[config.mk]
export PLATFORM = sky130hd
export DESIGN_NAME = morse_sender
export DESIGN_NICKNAME = d
export VERILOG_FILES = /design/src/rtl/morse_sender.sv
export SDC_FILE = /design/constraint.sdc
export NUM_CORES = 1
export LEC_CHECK = 0
export ABC_AREA = 0
export CORE_MARGIN = 10
export CORE_UTILIZATION = 52
export DETAILED_ROUTE_END_ITERATION = 7
export GPL_ROUTABILITY_DRIVEN = 0
export GPL_TIMING_DRIVEN = 0
export PLACE_DENSITY = 0.75
export REMOVE_ABC_BUFFERS = 1
export SYNTH_ARGS = -nofsm -noshare
export SYNTH_HDL_FRONTEND = slang
export SYNTH_SLANG_ARGS = --single-unit
[constraint.sdc]
create_clock -name Clock -period 1.8 [get_ports Clock]
set_input_delay 0.18 -clock Clock [delete_from_list [all_inputs] [get_ports Clock]]
set_output_delay 0.18 -clock Clock [all_outputs]
set_load 0.01 [all_outputs]
[src/rtl/morse_sender.sv]
// Morse light sender: plays a captured dot/dash pattern as timed light pulses.
// Define MORSE_SENDER_REPEAT_EN to repeat the symbol (after a letter gap) while start is held.
module morse_sender #(
  parameter int MAX_LEN     = 8,
  parameter int UNIT_CYCLES = 25000000,
  parameter int DASH_UNITS  = 3
) (
  input  logic                             Clock,
  input  logic                             Resetn,
  input  logic                             start,
  input  logic [MAX_LEN-1:0]               code,
  input  logic [$clog2(MAX_LEN+1)-1:0]     length,
  output logic                             light,
  output logic                             busy,
  output logic                             done
);

  localparam int LW = $clog2(MAX_LEN + 1);
  localparam int DW = $clog2(UNIT_CYCLES);
  localparam logic [DW-1:0] DIV_LAST  = DW'(UNIT_CYCLES - 1);
  localparam logic [2:0]    DASH_LAST = 3'(DASH_UNITS - 1);
  localparam logic [2:0]    LGAP_LAST = 3'd2;
  localparam logic [LW-1:0] LEN_MAX   = LW'(MAX_LEN);

`ifdef MORSE_SENDER_REPEAT_EN
  typedef enum logic [2:0] {IDLE, ELEM, GAP, HOLD, LGAP} state_t;
`else
  typedef enum logic [2:0] {IDLE, ELEM, GAP, HOLD} state_t;
`endif

  state_t             state_q, state_d;
  logic [DW-1:0]      div_q, div_d;
  logic [2:0]         unit_q, unit_d;
  logic [MAX_LEN-1:0] code_q, code_d;
  logic [LW-1:0]      rem_q, rem_d;
  logic               light_q, light_d;
  logic               done_q, done_d;
  logic               tick;
  logic               elem_end;
  logic [LW-1:0]      len_clamped;
`ifdef MORSE_SENDER_REPEAT_EN
  logic [MAX_LEN-1:0] code_copy_q, code_copy_d;
  logic [LW-1:0]      len_copy_q, len_copy_d;
`endif

  assign tick        = (div_q == DIV_LAST);
  assign elem_end    = tick && (!code_q[0] || (unit_q == DASH_LAST));
  assign len_clamped = (length > LEN_MAX) ? LEN_MAX : length;

  always_ff @(posedge Clock) begin
    if (!Resetn) begin
      state_q     <= IDLE;
      div_q       <= '0;
      unit_q      <= '0;
      code_q      <= '0;
      rem_q       <= '0;
      light_q     <= 1'b0;
      done_q      <= 1'b0;
`ifdef MORSE_SENDER_REPEAT_EN
      code_copy_q <= '0;
      len_copy_q  <= '0;
`endif
    end else begin
      state_q     <= state_d;
      div_q       <= div_d;
      unit_q      <= unit_d;
      code_q      <= code_d;
      rem_q       <= rem_d;
      light_q     <= light_d;
      done_q      <= done_d;
`ifdef MORSE_SENDER_REPEAT_EN
      code_copy_q <= code_copy_d;
      len_copy_q  <= len_copy_d;
`endif
    end
  end

  always_comb begin
    state_d     = state_q;
    div_d       = tick ? '0 : div_q + DW'(1);
    unit_d      = tick ? unit_q + 3'd1 : unit_q;
    code_d      = code_q;
    rem_d       = rem_q;
    light_d     = light_q;
    done_d      = 1'b0;
`ifdef MORSE_SENDER_REPEAT_EN
    code_copy_d = code_copy_q;
    len_copy_d  = len_copy_q;
`endif
    case (state_q)
      IDLE: begin
        div_d   = '0;
        unit_d  = '0;
        light_d = 1'b0;
        if (start) begin
          if (length == '0) begin
            done_d  = 1'b1;
            state_d = HOLD;
          end else begin
            code_d  = code;
            rem_d   = len_clamped;
            light_d = 1'b1;
            state_d = ELEM;
`ifdef MORSE_SENDER_REPEAT_EN
            code_copy_d = code;
            len_copy_d  = len_clamped;
`endif
          end
        end
      end
      ELEM: begin
        if (elem_end) begin
          div_d   = '0;
          unit_d  = '0;
          light_d = 1'b0;
          if (rem_q > LW'(1)) begin
            code_d  = code_q >> 1;
            rem_d   = rem_q - LW'(1);
            state_d = GAP;
          end else begin
            done_d  = 1'b1;
`ifdef MORSE_SENDER_REPEAT_EN
            state_d = LGAP;
`else
            state_d = HOLD;
`endif
          end
        end
      end
      GAP: begin
        if (tick) begin
          div_d   = '0;
          unit_d  = '0;
          light_d = 1'b1;
          state_d = ELEM;
        end
      end
      HOLD: begin
        div_d   = '0;
        unit_d  = '0;
        light_d = 1'b0;
        if (!start) state_d = IDLE;
      end
`ifdef MORSE_SENDER_REPEAT_EN
      LGAP: begin
        if (tick && (unit_q == LGAP_LAST)) begin
          div_d  = '0;
          unit_d = '0;
          if (start) begin
            code_d  = code_copy_q;
            rem_d   = len_copy_q;
            light_d = 1'b1;
            state_d = ELEM;
          end else begin
            state_d = IDLE;
          end
        end
      end
`endif
      default: begin
        div_d   = '0;
        unit_d  = '0;
        light_d = 1'b0;
        state_d = IDLE;
      end
    endcase
  end

  always_comb begin
    busy = (state_q == ELEM) || (state_q == GAP);
`ifdef MORSE_SENDER_REPEAT_EN
    if (state_q == LGAP) busy = 1'b1;
`endif
  end

  assign light = light_q;
  assign done  = done_q;

endmodule
Word level (Yosys, flattened, before mapping)

Cells that the tools add are included.

Multiply operators: 0
Add/sub/neg operators: 3
Reduce and logical (&&, ||, !) cells: 10
$lt $le $gt $ge: 2
Bitwise operators: 0
Shifts and indexed selects: 0
Divide/modulo/power cells: 0
Equal/unequal tests: 11
Muxes and demuxes: 36

Operators with widths:

| cell                                                          | number |
|---|---|
| two-way mux 25 bit                                            | 3 |
| one-hot mux 25 bit (2 select lines)                           | 1 |
| two-way mux 8 bit                                             | 4 |
| adder 25 x 1 -> 25 bit, second input constant                 | 1 |
| == test 25 bit, second input constant                         | 1 |
| two-way mux 3 bit                                             | 7 |
| two-way mux 4 bit                                             | 5 |
| one-hot mux 8 bit (2 select lines)                            | 1 |
| inequality test 2 bit, second input constant                  | 6 |
| one-hot mux 3 bit (4 select lines)                            | 1 |
| == test 3 x 2 -> 1 bit, second input constant                 | 3 |
| two-way mux 1 bit                                             | 9 |
| one-hot mux 4 bit (2 select lines)                            | 1 |
| one-hot mux 3 bit (2 select lines)                            | 1 |
| AND reduction 5 bit                                           | 1 |
| greater-than comparator 4 x 1 -> 1 bit, second input constant | 1 |
| greater-than comparator 4 bit, second input constant          | 1 |
| zero test 4 bit                                               | 1 |
| AND reduction 4 bit                                           | 1 |
| subtractor 4 x 1 -> 4 bit, second input constant              | 1 |
| adder 3 x 1 -> 3 bit, second input constant                   | 1 |
| == test 3 x 1 -> 1 bit, second input constant                 | 1 |
| zero test 3 bit                                               | 1 |
| one-hot mux 1 bit (3 select lines)                            | 1 |
| 7 further kinds                                               | 8 |

Word-level logic and storage cells: 69
Register bits: 45
Bits in read-only memories: 0
Latch bits: 0
Memories: 0
Memory bits (writable): 0
Input port bits: 15
Output and inout port bits: 3

Depth between registers and ports, before layout

Depth in word-level cells: 5
Gate-level depth with buffers: 9
Depth with buffers taken out: 7

Worst setup path after synthesis

No wires, ideal clock.

Path kind: register to register
Start point: register div_q[0]
End point: register code_q[0]
Path slack: -0.155 ns
Stages on the path, launching flop included: 8
Period minus slack after synthesis: 1.955 ns
Library setup time: 0.087 ns
Data arrival time: 1.868 ns
Required time: 1.713 ns
Path buffers: 1
Path through: dfxtp_1 > ha_1 > nand2_1 > nor4_4 > a31oi_2 > or2_1 > buf_2 > o31ai_1

Cells in the longest elaborated chain, start to end: 4

Ends and longest elaborated chain:

| item                            | RTL line | text |
|---|---|---|
| start: declaration              | 32       | `logic [DW-1:0] div_q, div_d;` |
| start signal: assignment        | 65       | `div_q <= div_d;` |
| == test 25 bit                  | 46       | `assign tick = (div_q == DIV_LAST);` |
| logical AND 1 bit               | 47       | `assign elem_end = tick && (!code_q[0] \|\| (unit_q == DASH_LAST));` |
| inequality test 2 bit (no line) | -        |  |
| AND reduction 5 bit (no line)   | -        |  |
| end signal: assignment          | 67       | `code_q <= code_d;` |
| end: declaration                | 34       | `logic [MAX_LEN-1:0] code_q, code_d;` |

No other way between the ends.
A chain may end at the register's enable or synchronous reset.

Final worst setup path

Start point: register div_q[7]
End point: register code_q[3]

The elaborated chain is that of the path after synthesis.

==> results_dict.tcl <==
set metrics [dict create \
    status "finished, violations left" \
    violations "negative setup slack" \
    fin_ws_ps -35.44 \
    switching_share_pct 37.65 \
    start_util_pct 53.24 \
    diodes 0 \
    synth-seq-cells 44 \
    syn_inst 267 \
    synthesis.area_um2 2302 \
    reg2reg_slack_ps -40 \
    endpoint "code_q[3]" \
    core.rowCount 24 \
    detail-route-antenna-nets 0 \
    placed_area_um2 2506 \
    rr_endpoint "code_q[3]" \
    vdd_drop_max_mv 0.5875 \
    p_switching_uw 1255 \
    clk_latency_ps 300 \
    grt_pass1_wl_um 9418 \
    drc 0 \
    grt_pass1_vias 2100 \
    final_cell_mix "nor2_1, dfxtp_1, buf_4" \
    fin_nets 330 \
    clock_path_buffers 2 \
    post_drt_via_cell_ratio 5.952 \
    cts.clk_slew.worst_paths_ps 80 \
    arrival_ps 2050 \
    drive_gt1_share_pct 26.89 \
    port_buffers 17 \
    startpoint "div_q[7]" \
    finalCritPeriodShare_pct 102.0 \
    crit_chain "nor4_4, and4_4, a31oi_4, or2_4, o31ai_1" \
    ctsRootBufferMaster "clkbuf_8" \
    rsz0062_at_grt "yes" \
    power_frac_seq_pct 35.6 \
    htree_levels 2 \
    routed_wl_um 5921 \
    path_max_fanout 9 \
    p_leak_uw 0.001107 \
    antenna_found_initial 0 \
    crit_path_max_incr_delay_ps 370 \
    startpoint_type "flip-flop" \
    fmax_ghz 0.5448 \
    final_common_cell "nor2_1" \
    synth_edf_count 0 \
    yosysSeqAreaShare_pct 38.26 \
    endpoint_kind "flip-flop" \
    min_path_type "reg2reg" \
    yosys_warnings 0 \
    timing.setup.tns_ps -176.5 \
    drt_iter0_markers 170 \
    worstSetupPathType "reg2reg" \
    track_usage_pct 15.13 \
    drv_slew 0 \
    rr_startpoint "div_q[7]" \
    clock_skew_ps 10.90 \
    cts_tree "built" \
    fin_cells 357 \
    ys_types 48 \
    worst_pin_slew_ps 751.6 \
    design_area_um2 3054 \
    gr-total-overflow 0 \
    pwr-share-clk_pct 19.7 \
    drtPass1Iterations 5 \
    core_um2 4324 \
    synth_top_flop_cell "dfxtp_1" \
    synth_area_per_cell_um2 8.623 \
    vias 2125 \
    power.density_nw_per_um2 1091 \
    area_growth_pct 32.66 \
    critPathRequiredTime_ps 2010 \
    cts.sinks 44 \
    wire_per_inst_um 16.59 \
    power.internal_uw 2078 \
    die-width_um 86.54 \
    hpwl_um 3255 \
    power_frac_comb_pct 44.7 \
    relSlewSlack_pct 49.89 \
    cp_slowest_cell "dfxtp_4" \
    grt_max_degree 19 \
    fin_crit_ps 1835 \
    dp.cells 325 \
    cts_buffers 5 \
    num_io_pins 18 \
    hold_viol_final 0 \
    final_util_pct 70.63 \
    die_h_um 86.54 \
    setup_viol 11 \
    reg2reg_depth 5 \
    dieArea_um2 7489 \
    async_flop_share_pct 0 \
    cap_violations 0 \
]
through the flow:
step | hold slack (ps) | total power, uW | worst slack, ps
floorplan | 311.2 | 1861 | -498.0
global placement | 441.6 | 2136 | -1157
detailed placement | 450.8 | 2163 | -1169
CTS | 453.1 | 3136 | -9.731
global route | 471.9 | 3512 | -114.2
finish | 453.5 | 3332 | -35.44
critical path: cells and delay by family (launching register included):
kind               cells  cell delay [ps]
and+or+nand+nor        3              970
AOI/OAI and AO/OA      2              400
DFF                    1              370
cells in the mapped netlist, types with 4 or more instances:
cell / n / area, um2
xor2_1: 14 / 122.6
nor4_1: 5 / 31.28
nor2_1: 38 / 142.6
o31ai_1: 8 / 60.06
dfxtp_1: 44 / 880.8
clkbuf_1: 8 / 30.03
and3_1: 4 / 25.02
inv_1: 13 / 48.80
o211ai_1: 8 / 60.06
xnor2_1: 9 / 78.83
a21oi_1: 6 / 30.03
nand3_1: 19 / 95.09
nand2_1: 18 / 67.56
nand4_1: 5 / 31.28
mux2i_1: 8 / 80.08
ha_1: 11 / 137.6
metal layers:
metal	share of wire (%)	wire length (um)	up-vias	global-route usage [%]
li1	-	-	1031	-
met5	0	0	-	0
met2	53	3137	53	25.70
met3	4.0	234	14	3.846
met1	40	2377	1027	17.28
met4	2.9	172	0	7.069
cell families after synthesis:
logic type,Yosys count,synth area share [%]
AND/OR/NAND/NOR,109,24.29
AO/OA/AOI/OAI,46,14.51
flip-flops,44,38.26
buffers and inverters,25,4.239
XOR/XNOR,23,8.750
adder cells (fa/ha/maj),11,5.978
multiplexers,9,3.967
state kept, by name, summed over array words and instances, names as in the netlist:
signal   cells
div_q       25
code_q       8
rem_q        4
unit_q       3
state_q      2
done         1
light        1
area by class of cell:
cell class,instances,area [um2]
Multi-Input combinational cell,200,1574
Fill cell,318,1270
Sequential cell,44,920.9
Timing Repair Buffer,40,347.8
Clock buffer,7,86.33
Tap cell,52,65.06
Inverter,13,52.55
Clock inverter,1,7.507
how the worst min path moves through the flow:
stage,from,cells past startpoint,to,slack (ps)
finish,div_q[0],1,div_q[0],450
detailed placement,div_q[0],1,div_q[0],450
global route,div_q[0],1,div_q[0],470
floorplan,Resetn,1,light,310
global placement,div_q[0],1,div_q[0],440
CTS,div_q[0],1,div_q[0],450
power by group through the flow:
stage	logic, uW	registers (uW)	clock network [uW]
2_1_floorplan	686	1180	0
3_3_place_gp	945	1190	0
3_5_place_dp	970	1190	0
4_1_cts	1280	1190	664
5_1_grt	1610	1200	702
6_report	1490	1190	657
what timing repair did:
action | in CTS | in global routing
setup buffers | 13 | 9
pin swaps | 8 | 8
hold buffers | 0 | 0
gates resized for setup | 48 | 24
setup endpoints to repair | 45 | 41
gates cloned | 1 | 1
Power figures use the tool's default switching activity.
